### config.mk
export PLATFORM = sky130hd
export DESIGN_NAME = sp_ram_loader_flat
export DESIGN_NICKNAME = d
export VERILOG_FILES = /design/src/rtl/sp_ram_loader_if.sv /design/src/rtl/sp_ram_loader.sv /design/src/flat_wrapper.sv
export SDC_FILE = /design/constraint.sdc
export NUM_CORES = 1
export LEC_CHECK = 0
export BUFFER_PORTS_ARGS = -buffer_cell sky130_fd_sc_hd__buf_2
export CAP_MARGIN = 20
export CORE_MARGIN = 2
export CORE_UTILIZATION = 54
export DETAILED_ROUTE_END_ITERATION = 7
export GPL_TIMING_DRIVEN = 1
export PLACE_DENSITY = 0.82
export SLEW_MARGIN = 20
export SYNTH_ARGS = -nofsm -noshare
export SYNTH_HDL_FRONTEND = slang
export SYNTH_SLANG_ARGS = --single-unit
### constraint.sdc
create_clock -name i_clk -period 3.1 [get_ports i_clk]
set_input_delay 0.465 -clock i_clk [delete_from_list [all_inputs] [get_ports i_clk]]
set_output_delay 0.465 -clock i_clk [all_outputs]
set_load 0.01 [all_outputs]
### src/rtl/sp_ram_loader_if.sv
// Byte-stream, read-request and RAM-port bundle for sp_ram_loader.
// The loader uses the slave modport and the environment uses the master modport.
interface sp_ram_loader_if #(
  parameter int unsigned ADDR_W = 15
);
  logic [7:0]        rx_data;
  logic              rx_valid;
  logic              rx_ready;
  logic              rd_req;
  logic [ADDR_W-1:0] rd_addr;
  logic              rd_valid;
  logic [7:0]        rd_data;
  logic              ram_ce;
  logic              ram_wre;
  logic              ram_oce;
  logic [ADDR_W-1:0] ram_ad;
  logic [7:0]        ram_din;
  logic [7:0]        ram_dout;

  modport master (
    output rx_data, rx_valid, rd_req, rd_addr, ram_dout,
    input  rx_ready, rd_valid, rd_data, ram_ce, ram_wre, ram_oce, ram_ad, ram_din
  );

  modport slave (
    input  rx_data, rx_valid, rd_req, rd_addr, ram_dout,
    output rx_ready, rd_valid, rd_data, ram_ce, ram_wre, ram_oce, ram_ad, ram_din
  );
endinterface

### src/rtl/sp_ram_loader.sv
// Streams a header-prefixed image into a single-port RAM with a running checksum,
// and serves single-byte reads from the emulator core when no load is active.
module sp_ram_loader #(
  parameter int unsigned ADDR_W    = 15,
  parameter int unsigned HDR_BYTES = 16
) (
  input  logic              i_clk,
  input  logic              i_reset,
  input  logic              i_start,
  input  logic [ADDR_W:0]   i_load_len,
  output logic              o_busy,
  output logic              o_done,
  output logic              o_error,
  output logic [7:0]        o_checksum,
  sp_ram_loader_if.slave    bus
);

  localparam int unsigned CNT_W = ADDR_W + 1;
  localparam int unsigned HDR_W = (HDR_BYTES > 1) ? $clog2(HDR_BYTES) : 1;
  localparam logic [CNT_W-1:0] LEN_MAX  = CNT_W'(1) << ADDR_W;
  localparam logic [HDR_W-1:0] HDR_LAST = HDR_W'(HDR_BYTES - 1);

  typedef enum logic [1:0] {S_IDLE, S_HDR, S_LOAD, S_DONE} state_t;

  state_t            r_state;
  logic [CNT_W-1:0]  r_len;
  logic [CNT_W-1:0]  r_cnt;
  logic [ADDR_W-1:0] r_wptr;
  logic [HDR_W-1:0]  r_hdr;
  logic [7:0]        r_checksum;
  logic              r_busy;
  logic              r_done;
  logic              r_error;
  logic              r_rd_valid;

  logic              w_rx_fire;
  logic              w_len_ok;
  logic              w_serve;
  logic              w_last;

  assign w_len_ok   = (i_load_len != '0) && (i_load_len <= LEN_MAX);
  assign w_serve    = (r_state == S_IDLE) || (r_state == S_DONE);
  assign w_rx_fire  = bus.rx_valid && bus.rx_ready;
  assign w_last     = ((r_cnt + CNT_W'(1)) == r_len);

  assign o_busy        = r_busy;
  assign o_done        = r_done;
  assign o_error       = r_error;
  assign o_checksum    = r_checksum;
  assign bus.rd_valid  = r_rd_valid;
  assign bus.rd_data   = bus.ram_dout;
  assign bus.ram_oce   = 1'b1;

  // RAM port mux: load writes take the port while busy, reads only when idle/done.
  always_comb begin
    bus.rx_ready = 1'b0;
    bus.ram_ce   = 1'b0;
    bus.ram_wre  = 1'b0;
    bus.ram_ad   = '0;
    bus.ram_din  = '0;
    if (!i_reset) begin
      bus.rx_ready = (r_state == S_HDR) || (r_state == S_LOAD);
      if ((r_state == S_LOAD) && bus.rx_valid) begin
        bus.ram_ce  = 1'b1;
        bus.ram_wre = 1'b1;
        bus.ram_ad  = r_wptr;
        bus.ram_din = bus.rx_data;
      end else if (w_serve && bus.rd_req) begin
        bus.ram_ce = 1'b1;
        bus.ram_ad = bus.rd_addr;
      end
    end
  end

  always_ff @(posedge i_clk) begin
    if (i_reset) begin
      r_state    <= S_IDLE;
      r_len      <= '0;
      r_cnt      <= '0;
      r_wptr     <= '0;
      r_hdr      <= '0;
      r_checksum <= '0;
      r_busy     <= 1'b0;
      r_done     <= 1'b0;
      r_error    <= 1'b0;
      r_rd_valid <= 1'b0;
    end else begin
      r_rd_valid <= bus.rd_req && w_serve;
      case (r_state)
        S_IDLE, S_DONE: begin
          if (i_start) begin
            r_checksum <= '0;
            if (w_len_ok) begin
              r_len   <= i_load_len;
              r_cnt   <= '0;
              r_wptr  <= '0;
              r_hdr   <= '0;
              r_done  <= 1'b0;
              r_error <= 1'b0;
              r_busy  <= 1'b1;
              r_state <= (HDR_BYTES == 0) ? S_LOAD : S_HDR;
            end else begin
              r_done  <= 1'b1;
              r_error <= 1'b1;
              r_busy  <= 1'b0;
              r_state <= S_DONE;
            end
          end
        end
        S_HDR: begin
          if (w_rx_fire) begin
            r_hdr <= r_hdr + HDR_W'(1);
            if (r_hdr == HDR_LAST) r_state <= S_LOAD;
          end
        end
        S_LOAD: begin
          if (w_rx_fire) begin
            r_wptr     <= r_wptr + ADDR_W'(1);
            r_cnt      <= r_cnt + CNT_W'(1);
            r_checksum <= r_checksum + bus.rx_data;
            if (w_last) begin
              r_state <= S_DONE;
              r_busy  <= 1'b0;
              r_done  <= 1'b1;
            end
          end
        end
        default: r_state <= S_IDLE;
      endcase
    end
  end

endmodule

### src/flat_wrapper.sv
// flat-port wrapper written by rule: the top's interface ports become plain ports
module sp_ram_loader_flat 
#(
  parameter int unsigned ADDR_W    = 15,
  parameter int unsigned HDR_BYTES = 16
)
  (i_clk, i_reset, i_start, i_load_len, o_busy, o_done, o_error, o_checksum, bus_rx_data, bus_rx_valid, bus_rd_req, bus_rd_addr, bus_ram_dout, bus_rx_ready, bus_rd_valid, bus_rd_data, bus_ram_ce, bus_ram_wre, bus_ram_oce, bus_ram_ad, bus_ram_din);
  sp_ram_loader_if #(.ADDR_W(ADDR_W)) bus_i ();
  input  logic i_clk;
  input  logic i_reset;
  input  logic i_start;
  input  logic [ADDR_W:0] i_load_len;
  output logic o_busy;
  output logic o_done;
  output logic o_error;
  output logic [7:0] o_checksum;
  input wire logic [$bits(bus_i.rx_data)-1:0] bus_rx_data;
  input wire logic [$bits(bus_i.rx_valid)-1:0] bus_rx_valid;
  input wire logic [$bits(bus_i.rd_req)-1:0] bus_rd_req;
  input wire logic [$bits(bus_i.rd_addr)-1:0] bus_rd_addr;
  input wire logic [$bits(bus_i.ram_dout)-1:0] bus_ram_dout;
  output wire logic [$bits(bus_i.rx_ready)-1:0] bus_rx_ready;
  output wire logic [$bits(bus_i.rd_valid)-1:0] bus_rd_valid;
  output wire logic [$bits(bus_i.rd_data)-1:0] bus_rd_data;
  output wire logic [$bits(bus_i.ram_ce)-1:0] bus_ram_ce;
  output wire logic [$bits(bus_i.ram_wre)-1:0] bus_ram_wre;
  output wire logic [$bits(bus_i.ram_oce)-1:0] bus_ram_oce;
  output wire logic [$bits(bus_i.ram_ad)-1:0] bus_ram_ad;
  output wire logic [$bits(bus_i.ram_din)-1:0] bus_ram_din;
  assign bus_i.rx_data = bus_rx_data;
  assign bus_i.rx_valid = bus_rx_valid;
  assign bus_i.rd_req = bus_rd_req;
  assign bus_i.rd_addr = bus_rd_addr;
  assign bus_i.ram_dout = bus_ram_dout;
  assign bus_rx_ready = bus_i.rx_ready;
  assign bus_rd_valid = bus_i.rd_valid;
  assign bus_rd_data = bus_i.rd_data;
  assign bus_ram_ce = bus_i.ram_ce;
  assign bus_ram_wre = bus_i.ram_wre;
  assign bus_ram_oce = bus_i.ram_oce;
  assign bus_ram_ad = bus_i.ram_ad;
  assign bus_ram_din = bus_i.ram_din;
  sp_ram_loader #(.ADDR_W(ADDR_W), .HDR_BYTES(HDR_BYTES)) u_core (.i_clk(i_clk), .i_reset(i_reset), .i_start(i_start), .i_load_len(i_load_len), .o_busy(o_busy), .o_done(o_done), .o_error(o_error), .o_checksum(o_checksum), .bus(bus_i));
endmodule
==> results.ini <==
[status]
outcome=finished, final reports clean

[job]
max_cap_viol_count=0

[setup_path]
cp_slowest_cell=nor4_1
arrival_ns=3.23
r2r_setup_slack_ns=0.17
cpMostUsedCell=nand4_1
path_class=reg -> reg
cp.required_ns=3.39
crit_path_end_kind=flip-flop
max_stage_delay_ns=0.50
r2r-end=u_core.r_state[1]$_SDFFE_PP0P_
startpoint_type=flip-flop
r2r_start=u_core.r_cnt[0]$_SDFFE_PP0P_
cp_max_fo=6
ff2ff_path_depth=8
crit_chain=ha_1, nand4_1, nor4_1, mux2i_1, nand4_1, or4_4, or4_1, nand3_1

[clocking]
post-cts-setup-buffers=0
insertion_delay_ns=0.35
cts_tree=yes
cts_buffer_depth=2
postCtsHoldBufs=0
numCtsBuffers=9
clk_pin_slew_ns=0.08
cts_resized=0
cts_sinks=65
cts_root_buffer=clkbuf_8
htreeDepth=3

[route]
vias=3700
firstDrtPassIters=4
ant_nets=0
post-route-drc-count=0
viasPerCell=5.64
wl_um=9740
drt-wirelength-per-cell_um=14.8
drtIter0Drc=190

[sta]
max_clock_freq_ghz=0.341
fin_tns_setup_ns=0
slew_viol_final=0
rsz0062_at_grt=false
finalClockSkew_ns=0.00894
worst_pin_slew_ns=0.697
report.final.hold_viol_count=0
final.min_clock_period_ns=2.93
slew_headroom=0.535
hold_slack_ns=0.369
post-route-period-util=0.946
final-setup-viol-count=0

[floorplanning]
floorplan.initialDensity=0.552
ios=99
fp.dieH_um=89.6
coreArea_mm2=0.00718
die_x_um=89.6
rows=31
dieArea_mm2=0.00803

[grt]
grt_pass1_vias=3387
grtUsageTotal=0.252
grt_start_max_net_pins=53
grt_pass1_wl_um=15900
gr-total-overflow=0
antenna_found_initial=0

[finish]
antennaDiodeCount=0
postLayoutCoreUtil=0.644
layout.nets=618
final_layout_size_suffix_gt1_frac=0.215
syn2layout_area_growth_pct=16.8

[worst_hold_path]
min_path_type=in -> reg
whs_endpoint=u_core.r_len[8]$_SDFFE_PP0P_
worstHoldStart=i_load_len[8]
holdPathStages=3

[synth]
syn_nets=550
yosysWarnings=0
post-synth-top-count-cell=dfxtp_1
synth-edff-count=0
syn_area_per_cell_um2=8.18
synth_common_cells=65 x dfxtp_1, 60 x nor2_1, 35 x a21oi_1, 28 x nand2_1, 22 x o21ai_0
syn_inst=484
yosysTopAreaCell=dfxtp_1
ys.flop_type=dfxtp_1
synth_top_area_frac=0.329
yosys_register_bits=65
synth-async-reset-ratio=0
syn_area_mm2=0.00396
synth_area_leaders=dfxtp_1 33%, nor2_1 5.7%, xnor2_1 4.6%
synthDistinctLibCells=58
ys_seq_area_frac=0.329

[power_and_ir_drop]
power_mw=2.73
power_leakage_nw=2.02
power_density_mw_per_mm2=592
ir_drop_mv=0.365

[place]
hpwl_um=6970
gp_congestion=0.909
portBuffers=81

## metrics by stage
| step | cell area (um2) | cells | setup slack, ns |
|---|---|---|---|
| 2_1_floorplan | 3960 | 484 | 0.430 |
| 3_3_place_gp | 4380 | 640 | 0.340 |
| 3_5_place_dp | 4380 | 640 | 0.222 |
| 5_1_grt | 4620 | 656 | 0.0110 |
| 4_1_cts | 4620 | 656 | 0.207 |
| 6_report | 4620 | 656 | 0.166 |
## cell families (layout without fill, tap and decap cells)
logic type	count (synthesis)	count (layout)	share of synthesized area
and+or+nand+nor	188	188	0.248
AOI/OAI and AO/OA	111	111	0.184
DFF	65	65	0.329
buffers and inverters	51	124	0.0657
xor gates and xnor gates	36	36	0.0815
muxes	18	18	0.0455
adders and majority gates	14	14	0.0461
other	1	1	0.000947
## where the power goes
part	internal [mW]	switching [mW]
combinational	0.351	0.512
clock	0.534	0.355
sequential	0.909	0.0730
## routing by layer
metal / wire length, um / GRT usage / vias up
met1: 4360 / 0.326 / 1698
met4: 131 / 0.103 / 0
met5: 0 / 0 / -
li1: - / - / 1850
met2: 4580 / 0.414 / 138
met3: 664 / 0.0466 / 14
## registers in the layout (all words and copies together), names as in the netlist
name	count
u_core.bus.rd_valid	1
u_core.o_busy	1
u_core.o_checksum	8
u_core.o_done	1
u_core.o_error	1
u_core.r_cnt	16
u_core.r_hdr	4
u_core.r_len	16
u_core.r_state	2
u_core.r_wptr	15
## worst max-delay path, delay by kind of cell (launching register included)
family,cells,cell delay (ns)
DFF,1,0.45
muxes,1,0.24
and+or+nand+nor,6,1.90
adders and majority gates,1,0.29
## cell type report
cell class                 instances  area (um2)
multi-input combinational        368        2400
inverter                          15        56.3
fill                             616        2550
sequential                        65        1300
clock inverter                     7         119
clock buffer                       9         124
timing repair buffer              93         495
tap                               99         124
## how the worst max path moves through the flow
stage	cells after the start	slack, ns	to	start
floorplan	10	0.43	u_core.r_state[1]$_SDFFE_PP0P_	u_core.r_state[0]$_SDFFE_PP0P_
global placement	8	0.34	u_core.r_state[1]$_SDFFE_PP0P_	u_core.r_cnt[0]$_SDFFE_PP0P_
detailed placement	8	0.22	u_core.r_state[1]$_SDFFE_PP0P_	u_core.r_cnt[0]$_SDFFE_PP0P_
CTS	8	0.21	u_core.r_state[1]$_SDFFE_PP0P_	u_core.r_cnt[0]$_SDFFE_PP0P_
global route	8	0.01	u_core.r_state[1]$_SDFFE_PP0P_	u_core.r_cnt[0]$_SDFFE_PP0P_
finish	8	0.17	u_core.r_state[1]$_SDFFE_PP0P_	u_core.r_cnt[0]$_SDFFE_PP0P_
## cells in the final DEF (no fill, tap or decap), types with 10 or more instances in the layout
master | Yosys | layout
nor3_1 | 13 | 12
nand3_1 | 17 | 17
a21oi_1 | 35 | 35
and2_1 | 12 | 12
xnor2_1 | 21 | 21
mux2i_1 | 18 | 18
inv_1 | 15 | 15
dfxtp_1 | 65 | 65
o21ai_0 | 22 | 21
or3_1 | 10 | 10
buf_2 | 4 | 81
nor2_1 | 60 | 60
ha_1 | 13 | 13
xor2_1 | 14 | 14
nand2_1 | 28 | 28
buf_4 | 10 | 12
a22o_1 | 16 | 16
Note: power is estimated with default switching activity, not from simulation.
